<file path="config.mk">
export PLATFORM = sky130hd
export DESIGN_NAME = uart_tx_arbiter
export DESIGN_NICKNAME = d
export VERILOG_FILES = /design/src/rtl/uart_tx_arbiter.sv
export SDC_FILE = /design/constraint.sdc
export NUM_CORES = 1
export LEC_CHECK = 0
export ABC_AREA = 1
export CORE_MARGIN = 2
export CORE_UTILIZATION = 39
export CTS_BUF_LIST = sky130_fd_sc_hd__clkbuf_16
export DETAILED_ROUTE_END_ITERATION = 10
export PLACE_DENSITY = 0.77
export SYNTH_ARGS = -nofsm -noshare
export SYNTH_HDL_FRONTEND = slang
export SYNTH_SLANG_ARGS = --single-unit
</file>
<file path="constraint.sdc">
create_clock -name clk -period 1.6 [get_ports clk]
set_clock_uncertainty 0.1 [all_clocks]
set_input_delay 0.32 -clock clk [delete_from_list [all_inputs] [get_ports clk]]
set_output_delay 0.32 -clock clk [all_outputs]
set_load 0.05 [all_outputs]
</file>
<file path="src/rtl/uart_tx_arbiter.sv">
// Round-robin arbiter sharing one UART transmitter between N_REQ byte producers.
// Optional feature macro TX_ARB_PRIORITY_EN: requester 0 overrides the rotation.
module uart_tx_arbiter #(
  parameter int N_REQ      = 3,
  parameter int GAP_CYCLES = 16
) (
  input  logic                       clk,
  input  logic                       reset,
  input  logic [N_REQ-1:0]           req_valid,
  input  logic [8*N_REQ-1:0]         req_data,
  output logic [N_REQ-1:0]           req_ready,
  output logic [7:0]                 tx_data,
  output logic                       tx_valid,
  input  logic                       tx_ready,
  output logic [$clog2(N_REQ)-1:0]   grant_id,
  output logic                       busy
);

  localparam int ID_W  = $clog2(N_REQ);
  localparam int CNT_W = (GAP_CYCLES > 0) ? $clog2(GAP_CYCLES + 1) : 1;
  localparam logic [CNT_W-1:0] GAP_LOAD = (GAP_CYCLES > 0) ? CNT_W'(GAP_CYCLES - 1) : '0;
  localparam logic [ID_W-1:0]  LAST_ID  = ID_W'(N_REQ - 1);

  typedef enum logic [1:0] {IDLE, SEND, GAP} state_t;

  state_t            state_q, state_d;
  logic [CNT_W-1:0]  cnt_q, cnt_d;
  logic [ID_W-1:0]   ptr_q, ptr_d;
  logic [7:0]        tx_data_q, tx_data_d;
  logic [ID_W-1:0]   grant_q, grant_d;

  logic [N_REQ-1:0]  cand;
  logic [N_REQ-1:0]  win_onehot;
  logic              found;
  logic              ptr_upd;
  logic [ID_W-1:0]   win;
  logic [7:0]        win_data;

  // Winner search: first pass covers indices at or above the pointer, second pass wraps.
  always_comb begin
    cand       = req_valid;
    found      = 1'b0;
    win        = '0;
    ptr_upd    = 1'b1;
    win_data   = '0;
    win_onehot = '0;
`ifdef TX_ARB_PRIORITY_EN
    if (req_valid[0]) begin
      found   = 1'b1;
      win     = '0;
      ptr_upd = 1'b0;
    end
    cand[0] = 1'b0;
`endif
    for (int i = 0; i < N_REQ; i++) begin
      if (!found && cand[i] && (ID_W'(i) >= ptr_q)) begin
        found = 1'b1;
        win   = ID_W'(i);
      end
    end
    for (int i = 0; i < N_REQ; i++) begin
      if (!found && cand[i]) begin
        found = 1'b1;
        win   = ID_W'(i);
      end
    end
    for (int i = 0; i < N_REQ; i++) begin
      if (found && (win == ID_W'(i))) begin
        win_data      = req_data[8*i +: 8];
        win_onehot[i] = 1'b1;
      end
    end
  end

  always_comb begin
    state_d   = state_q;
    cnt_d     = cnt_q;
    ptr_d     = ptr_q;
    tx_data_d = tx_data_q;
    grant_d   = grant_q;
    req_ready = '0;
    case (state_q)
      IDLE: begin
        if (found) begin
          req_ready = win_onehot;
          tx_data_d = win_data;
          grant_d   = win;
          if (ptr_upd) ptr_d = (win == LAST_ID) ? '0 : win + ID_W'(1);
          state_d   = SEND;
        end
      end
      SEND: begin
        if (tx_ready) begin
          if (GAP_CYCLES == 0) begin
            state_d = IDLE;
          end else begin
            state_d = GAP;
            cnt_d   = GAP_LOAD;
          end
        end
      end
      GAP: begin
        if (cnt_q == '0) state_d = IDLE;
        else             cnt_d   = cnt_q - CNT_W'(1);
      end
      default: state_d = IDLE;
    endcase
  end

  // Outputs decode straight from the state register so reset clears them without a clock.
  assign tx_valid = (state_q == SEND);
  assign busy     = (state_q != IDLE);
  assign tx_data  = tx_data_q;
  assign grant_id = grant_q;

  always_ff @(posedge clk or posedge reset) begin
    if (reset) begin
      state_q   <= IDLE;
      cnt_q     <= '0;
      ptr_q     <= '0;
      tx_data_q <= '0;
      grant_q   <= '0;
    end else begin
      state_q   <= state_d;
      cnt_q     <= cnt_d;
      ptr_q     <= ptr_d;
      tx_data_q <= tx_data_d;
      grant_q   <= grant_d;
    end
  end

endmodule

</file>
; ---- After elaboration in Yosys (flattened, before gate mapping)
; Index checks and enable logic that the tools add are counted.
[word_totals]
ff_bits = 19
elab_cells = 69
inputBits = 30
[op_classes]
eq_ne = 8
add_sub_neg = 2
mux = 27
order_cmp = 3
reduce_logical = 24
[op_table]
columns = op, count
row1 = $mux 8, 3
row2 = $mux 2, 8
row3 = $logic_and 1x1->1, 11
row4 = $mux 1, 10
row5 = $mux 5, 2
row6 = $pmux 5 s2, 1
row7 = $mux 3, 2
row8 = $ne 2x2->1 const B, 3
row9 = $pmux 2 s3, 1
row10 = $reduce_and 3->1, 2
row11 = $logic_not 1->1, 5
row12 = $logic_not 5->1, 1
row13 = $sub 5x1->5 const B, 1
row14 = $eq 2x1->1 const B, 2
row15 = $eq 2x2->1 const B, 2
row16 = $ge 1x2->1 const A, 2
row17 = $logic_not 2->1, 2
row18 = $reduce_bool 2->1, 2
row19 = $add 2x1->2 const B, 1
row20 = $ge 2x2->1 const A, 1
row21 = $ne 2x1->1 const B, 1
row22 = $reduce_and 2->1, 1

; ---- Logic depth before layout (Yosys ltp)
; Gate-level depths: netlist of run 1.
[logic_depth]
ltp_word = 25
depth_mapped = 10

; ---- Worst setup path before layout of run 1
; Ideal clock, no wire load.
[synth_path]
path_kind = reg-to-output
startpoint = register ptr_q[1]
endpoint = output port req_ready[0]
stages_incl_launch_ff = 9
slack_ps = -593
arrival_time_ps = 1773
n_path_buf = 0
path_cell_list = dfrtp_1 inv_2 nand2_2 nand2_2 o21bai_1 nand2_2 nand2_4 nand3_1 nor2_1
[synth_via]
elab_chain_len = 25
word_cells_on_any_way = 32
classes_between = order compare: 3 / mux: 14 / reduce/logical: 15
[synth_lines]
columns = item, line_no
row1 = "start, declared", 28  ; logic [ID_W-1:0] ptr_q, ptr_d;
row2 = "start signal, assigned", 126  ; ptr_q <= ptr_d;
row3 = $ge 1x2->1, 56  ; if (!found && cand[i] && (ID_W'(i) >= ptr_q)) begin
row4 = $logic_and 1x1->1, 56
row5 = $mux 1, 56
row6 = $logic_not 1->1, 56
row7 = $logic_and 1x1->1 (2 in a row), 56
row8 = $mux 1, 56
row9 = $logic_not 1->1, 56
row10 = $logic_and 1x1->1 (2 in a row), 56
row11 = [7 not listed], n/a
row12 = $logic_not 1->1, 62  ; if (!found && cand[i]) begin
row13 = $logic_and 1x1->1, 62
row14 = $mux 2, 62
row15 = $logic_not 2->1, 68  ; if (found && (win == ID_W'(i))) begin
row16 = $logic_and 1x1->1, 68
row17 = $mux 1, 68
row18 = $mux 3 *, 84  ; if (found) begin
row19 = $mux 3 *, 82  ; case (state_q)
row20 = "end, declared", 11  ; output logic [N_REQ-1:0] req_ready,
; Every way passes the cells marked *; elsewhere a longest branch is shown, timed or not.

; ---- Worst setup path in the final report of run 1
[layout_path]
startpoint = register ptr_q[1]
endpoint = output port req_ready[1]
[layout_via]
elab_chain_len = 25
word_cells_on_any_way = 32
classes_between = order compare: 3 / eq/ne: 1 / mux: 14 / reduce/logical: 14
[layout_lines]
columns = item, line_no
row1 = $ge 1x2->1, 56
row2 = $logic_and 1x1->1, 56
row3 = $mux 1, 56
row4 = $logic_not 1->1, 56
row5 = $logic_and 1x1->1 (2 in a row), 56
row6 = $mux 1, 56
row7 = $logic_not 1->1, 56
row8 = $logic_and 1x1->1 (2 in a row), 56
row9 = [7 not listed], n/a
row10 = $logic_not 1->1, 62
row11 = $logic_and 1x1->1, 62
row12 = $mux 2, 62
row13 = $eq 2x1->1, 68
row14 = $logic_and 1x1->1, 68
row15 = $mux 1, 68
row16 = $mux 3 *, 84
row17 = $mux 3 *, 82
; Marks and branches as above.

==> results of run 1 <==
sequential cells by signal, summed over array words and instances, names as in the netlist:
signal / flops
tx_data: 8
cnt_q: 5
grant_id: 2
ptr_q: 2
state_q: 2
placed cells by master, fill, tap and decap left out, types with 2 or more instances in the layout:
cell type        instances
nand2_4                  4
o21ai_0                  4
inv_1                   24
nand3_1                 30
inv_2                    5
nand2_1                 38
nand2_2                  2
nor2_4                   2
buf_4                   21
clkdlybuf4s50_1         26
dlygate4sd2_1            3
buf_12                  14
nor3_1                   2
clkbuf_16                3
a21oi_2                  2
ha_1                     2
dfrtp_1                 19
clkinvlp_4               2
nor2_1                   4
a21oi_1                  7
nand2_8                  2
what timing repair did:
item,in CTS,in global routing
gates cloned,2,0
buffers inserted,4,1
endpoints found under the setup margin,17,17
resized for setup,10,6
pin swaps,5,4
power by group:
| group | leakage (nW) | internal, mW | switching, mW | total (mW) |
|---|---|---|---|---|
| combinational | 0.822 | 1.27 | 1.55 | 2.82 |
| clock | 0.0423 | 0.333 | 0.185 | 0.518 |
| sequential | 0.227 | 0.690 | 0.191 | 0.881 |
| total | 1.09 | 2.29 | 1.93 | 4.22 |
worst reg2reg max path, cell delays in order (launching register included):
cell and delay, ns:
dfrtp_1 0.40, inv_2 0.11, nand3_1 0.10, nand3_2 0.10
buf_4 0.12, nand4_4 0.11, bufbuf_16 0.29, nand3_1 0.07
nand3_1 0.07, nand2_1 0.06, nand2_1 0.05
metrics by stage:
step	power [mW]	hold slack [ns]
2_1_floorplan	2.316	0.1711
3_3_place_gp	3.438	0.4047
3_5_place_dp	3.486	0.4036
4_1_cts	4.138	0.3015
5_1_grt	4.479	0.3138
6_report	4.218	0.2904
routing by layer:
layer	GRT usage, %	wire length [microns]
met5	0	0
met1	26.87	1424
met3	3.275	169
met2	36.73	1674
met4	4.870	36
cell type report:
cell class / count / area [sq um] / share of cell area (%)
inverters: 31 / 126.4 / 5.858
repair buffers: 66 / 772.0 / 35.79
flip-flops and latches: 19 / 475.5 / 22.04
clock inverters: 1 / 3.754 / 0.1740
well taps: 33 / 41.29 / 1.914
clock buffers: 3 / 75.07 / 3.480
multi-input cells: 110 / 663.1 / 30.74
final timing paths:
kind	from	slack, ns	depth (start not counted)	to
max	ptr_q[1]	-0.39	10	req_ready[1]
min	reset	0.29	3	tx_data[4]
max reg2reg	ptr_q[1]	-0.09	10	tx_data[6]
min reg2reg	cnt_q[2]	0.41	2	cnt_q[2]
max in group asynchronous	reset	0.90	3	cnt_q[4]
min in group clk	cnt_q[2]	0.41	2	cnt_q[2]
synth_stat cells, drive strengths merged:
cell type	n	share of area, %
nand2	45	16
nand3	32	14
inv	31	9.9
dfrtp	19	40
a21oi	9	4.1
nor2	7	2.4
o21ai	6	2.5
buf	3	2.3
ha	2	2.1
nor3	2	0.83
a31oi	1	0.52
nand4	1	1.8
nor3b	1	0.63
o21bai	1	0.63
o22ai	1	1.0
o31ai	1	1.8
kinds of logic after synthesis:
group / count (synthesis) / share of synthesized area [%]
DFF: 19 / 39.62
buffers and inverters: 34 / 12.20
adders and majority gates: 2 / 2.085
and+or+nand+nor: 88 / 35.56
AOI/OAI and AO/OA: 19 / 10.53
==> key figures, run 1 <==
STA
  • Setup repair after global routing missed its margin: true
  • Setup slack of the critical path after layout: -0.3861 ns
  • Max-slew headroom at the worst pin: just over 80%
  • Number of hold violations in the final report: 0
  • Slew at the pin closest to its max-slew limit: 0.2572 ns
  • Setup Total Neg Slack: -1.436 ns
  • Highest clock frequency the design can meet: around 500 MHz
  • Min Clock Period, post-route: about 2.0 ns
  • Share of the cycle needed by the critical path after routing: 124.1%
  • Slew Viols, Final: 0
  • Total setup violations reported at the end of the flow: 11

Routing
  • Aggregate routed wire length: around 3.3 mm
  • Residual DRC: 0
  • Final routed wire length divided by cell count: around 13 microns
  • Via density per instance: just under 5
  • Total iterations of the first detailed-routing run: 5
  • Total via count in the routed design: 1286
  • DRC violation total after the first TritonRoute iteration: 22
  • Antenna-violating nets left: 0

Place
  • Total placed cells including tap cells: 254
  • Pre-CTS setup slack: -0.5697 ns
  • Post-DP Area: around 2000 sq um
  • DP HPWL: 2.403 mm
  • Quantity of I/O buffers inserted on ports: 44
  • Weighted congestion reported at the end of routability-driven placement: between 0.8 and 0.9

Logic synthesis
  • Number of warnings printed during yosys synthesis: 0
  • Post-Syn Nets: 194
  • Post-synthesis instance total: between 150 and 200
  • Register area share after synthesis: approximately two fifths
  • Mapped cell area: between 1000 and 1500 sq um
  • Number of library cell types mapped by synthesis: 25
  • Synthesis-stage register bit count: 19
  • Average size of a mapped cell: roughly 7.4 sq um

Floorplanning
  • Area enclosed by the die boundary: ~3500 sq um
  • Count of pins on the block boundary: 45
  • DIE WIDTH: between 50 and 60 microns
  • Starting utilization of the core area: roughly 40%
  • Floorplan row count: 20
  • Core region area: slightly below 3000 sq um
  • Die H: 59.47 microns

CTS
  • Cts hold-fix bufs: 0
  • Total CTS buffers: 3
  • CTS tree: done
  • Number of sinks on the clock net: 19
  • Clk Tree Root Cell: clkbuf_16
  • Buffers from clock root to sink, at most: 2
  • Clock edge transition at the registers on the reported setup and hold paths: ~0.060 ns
  • Maximum level of the CTS H-tree: 1
  • Clock Latency Late Sink: between 0.2 and 0.3 ns

Pwr
  • Power Density: ~2000 nW/um^2
  • Leakage power: 1.091 nW
  • Worst IR drop on VDD: roughly 1400 uV

Finish
  • Non-filler cells in the finished layout: between 200 and 300
  • Summed area of non-filler cells in the final layout: about 2200 sq um
  • Fraction of layout cells with a size suffix above 1: between 20% and 30%
  • Number of diodes added for antenna fixing: 0
  • Filler cells: about 220
  • Growth of design area from synthesis to finish: 79.77%
  • Util after Layout: 72.44%
  • Post-layout net count: between 200 and 300

Run
  • MaxCap Viol Count: 0

Setup path
  • Crit-path slowest cell: dfrtp_1
  • Largest fanout on the critical path: 4
  • Number of buffers and inverters on the critical path: 4
  • Crit path DAT: 1.57 ns
  • Element type at the critical path start: flip-flop
  • Largest delay share family, worst path: flip-flops
  • Endpoint kind of the worst setup timing path: output port
  • Most frequent CP cell: nand2_4
  • Critical path, cell by cell: inv_2 -> nand2_4 -> nand2_4 -> o21bai_2 -> nand2_2 -> nand2_4 -> inv_2 -> nand2_4 -> clkinvlp_4 -> buf_12
  • WS Path Type: flip-flop to output port
  • Required time of the worst setup path: roughly 1.2 ns
  • Max stage delay on crit path: 0.40 ns

Global route
  • Vias in the first global route: 1287
  • Initial antenna violation count: 0
  • Aggregate global routing overflow: 0
  • Maximum number of pins on one net before global-route repair: 20
  • Wire length of the first global-routing pass: roughly 5.7 mm
  • GR Util All Layers: a little over a fifth

Min path
  • Worst min-delay path class: input pin to asynchronous set/reset pin

Run status
  • Failing checks: negative setup slack
  • Result of the run: finished with violations
No activity file was read; power rests on OpenSTA's default activity.
==> run 2, diff against run 1 <==
--- a/config.mk
+++ b/config.mk
@@ -6,6 +6,7 @@
 export NUM_CORES = 1
 export LEC_CHECK = 0
 export ABC_AREA = 1
+export CORE_ASPECT_RATIO = 1.1
 export CORE_MARGIN = 2
 export CORE_UTILIZATION = 39
 export CTS_BUF_LIST = sky130_fd_sc_hd__clkbuf_16
==> key figures, run 2 (synthesized netlist as in run 1, its figures left out) <==
Pwr
  • Combinational power share: approximately two thirds
  • Net switching power of the design: 2.141 mW
  • Fraction of power consumed by sequential logic: roughly a fifth
  • Switching power share of the total: between 40% and 50%
  • Clock power frac: between 10 and 15%
  • Leakage power: between 1 and 1.5 nW
  • Power, Total: ~4.6 mW
  • Internal power: approximately 2.4 mW
  • Worst IR drop on VDD: approximately 1500 uV
  • Power Density: between 1500 and 2000 nW/um^2

Finish
  • Post-layout net count: ~280
  • Multi-input combinational cell area: 718.2 sq um
  • Growth of design area from synthesis to finish: 94.06%
  • Number of diodes added for antenna fixing: 0
  • Register Area: around 480 sq um
  • Most used cells in the layout excluding fill and tap cells: nand2_1, clkdlybuf4s50_1, buf_4, nand3_1, inv_1
  • Commonest non-fill, non-tap cell in the layout: nand2_1
  • Fraction of layout cells with a size suffix above 1: approximately 38%
  • Max reg flops: 8
  • Filler cells: about 190

Run status
  • Result of the run: finished with violations
  • Failing checks: negative setup slack

Global route
  • Vias in the first global route: between 1k and 1.5k
  • Maximum number of pins on one net before global-route repair: 20
  • Aggregate global routing overflow: 0
  • Wire length of the first global-routing pass: 6.472 mm
  • GR Util All Layers: between 20 and 25%
  • Initial antenna violation count: 0

Routing
  • Total iterations of the first detailed-routing run: 4
  • DRC violation total after the first TritonRoute iteration: 43
  • Total via count in the routed design: around 1.4k
  • Aggregate routed wire length: 4.543 mm
  • Antenna-violating nets left: 0
  • Via density per instance: about 5.2
  • Residual DRC: 0
  • Final routed wire length divided by cell count: 16.46 microns

STA
  • Slew Viols, Final: 0
  • Worst hold slack after final layout: 0.2897 ns
  • Setup Total Neg Slack: -4.198 ns
  • Share of the cycle needed by the critical path after routing: 131.8%
  • Highest clock frequency the design can meet: between 400 and 500 MHz
  • Setup slack of the critical path after layout: -0.5093 ns
  • Total setup violations reported at the end of the flow: 17
  • Min Clock Period, post-route: around 2.1 ns
  • Slew at the pin closest to its max-slew limit: between 0.2 and 0.3 ns
  • Number of hold violations in the final report: 0
  • Setup repair after global routing missed its margin: true
  • Max-slew headroom at the worst pin: 83.32%

Floorplanning
  • DIE WIDTH: approximately 57 microns
  • Die H: 62.18 microns
  • Area enclosed by the die boundary: approximately 3500 sq um
  • Count of pins on the block boundary: 45
  • Core region area: 2995 sq um
  • Floorplan row count: 21
  • Starting utilization of the core area: 40.06%

Place
  • DP HPWL: 2.456 mm
  • Weighted congestion reported at the end of routability-driven placement: 0.7753
  • Quantity of I/O buffers inserted on ports: between 40 and 50

CTS
  • CTS tree: done
  • Clock Latency Late Sink: approximately 0.26 ns
  • Total CTS buffers: 3
  • Number of sinks on the clock net: 19
  • Clk Tree Root Cell: clkbuf_16
  • Buffers from clock root to sink, at most: 2
  • Maximum level of the CTS H-tree: 1
  • Cts hold-fix bufs: 0
  • Clock edge transition at the registers on the reported setup and hold paths: 0.06 ns

Setup path
  • Crit path DAT: roughly 1.7 ns
  • Endpoint kind of the worst setup timing path: output port
  • Largest fanout on the critical path: 4
  • WS Path Type: flip-flop to output port
  • Required time of the worst setup path: 1.18 ns
  • Element type at the critical path start: flip-flop

Run
  • MaxCap Viol Count: 0

Min path
  • Worst min-delay path class: input pin to asynchronous set/reset pin
[run 2: final cells by class]
cell class	count	area share [%]
Multi-Input combinational cell	111	30.84
Sequential cell	19	20.42
Inverter	31	5.535
Clock buffer	3	3.224
Timing Repair Buffer	77	37.94
Clock inverter	1	0.2149
Tap cell	34	1.827
[run 2: final timing paths]
check | from | to | slack, ns | depth (start not counted)
setup / recovery | ptr_q[1] | req_ready[0] | -0.51 | 9
hold / removal | reset | ptr_q[0] | 0.29 | 3
setup reg to reg | ptr_q[0] | tx_data[1] | -0.42 | 13
hold reg to reg | cnt_q[2] | cnt_q[2] | 0.43 | 2
max in group asynchronous | reset | tx_data[2] | 0.91 | 3
min in group clk | cnt_q[2] | cnt_q[2] | 0.43 | 2
[run 2: layer usage]
| layer | global-route usage, % | vias to the layer above | part of all wire (%) |
|---|---|---|---|
| li1 | - | 679 | - |
| met4 | 7.558 | 0 | 4.5 |
| met3 | 5.208 | 19 | 6.2 |
| met2 | 40.52 | 67 | 51 |
| met1 | 26.55 | 676 | 39 |
| met5 | 0 | - | 0 |
[run 2: critical path, cell delays in order, from the launching register on]
cell	delay (ns)
dfrtp_1	0.41
inv_2	0.12
nand3_1	0.10
nand3_2	0.13
o31ai_4	0.10
buf_6	0.14
inv_4	0.07
nand3_4	0.10
nor2_4	0.11
buf_12	0.14
[run 2: through the flow]
step	setup WS (ns)	instances	area [sq um]	util [%]
after floorplan	-0.2150	162	1235	-
after global placement	-0.5406	257	1991	66.46
after detailed placement	-0.5899	257	1991	66.46
after CTS	-0.4225	270	2193	73.22
after global routing	-0.5501	276	2328	77.74
final	-0.5093	276	2328	77.74
[run 2: timing repair]
action / CTS / global route
setup endpoints to repair: 17 / 20
buffers inserted: 9 / 4
pin swaps: 8 / 5
resized for setup: 16 / 19
gates cloned: 1 / 2
[run 2: power groups by stage]
stage | Combinational [mW] | Sequential (mW) | Clock [mW]
after floorplan | 1.10 | 1.21 | 0
after global placement | 2.59 | 0.876 | 0
after detailed placement | 2.63 | 0.877 | 0
after CTS | 2.84 | 0.890 | 0.532
after global routing | 3.30 | 0.936 | 0.546
final | 3.12 | 0.914 | 0.530
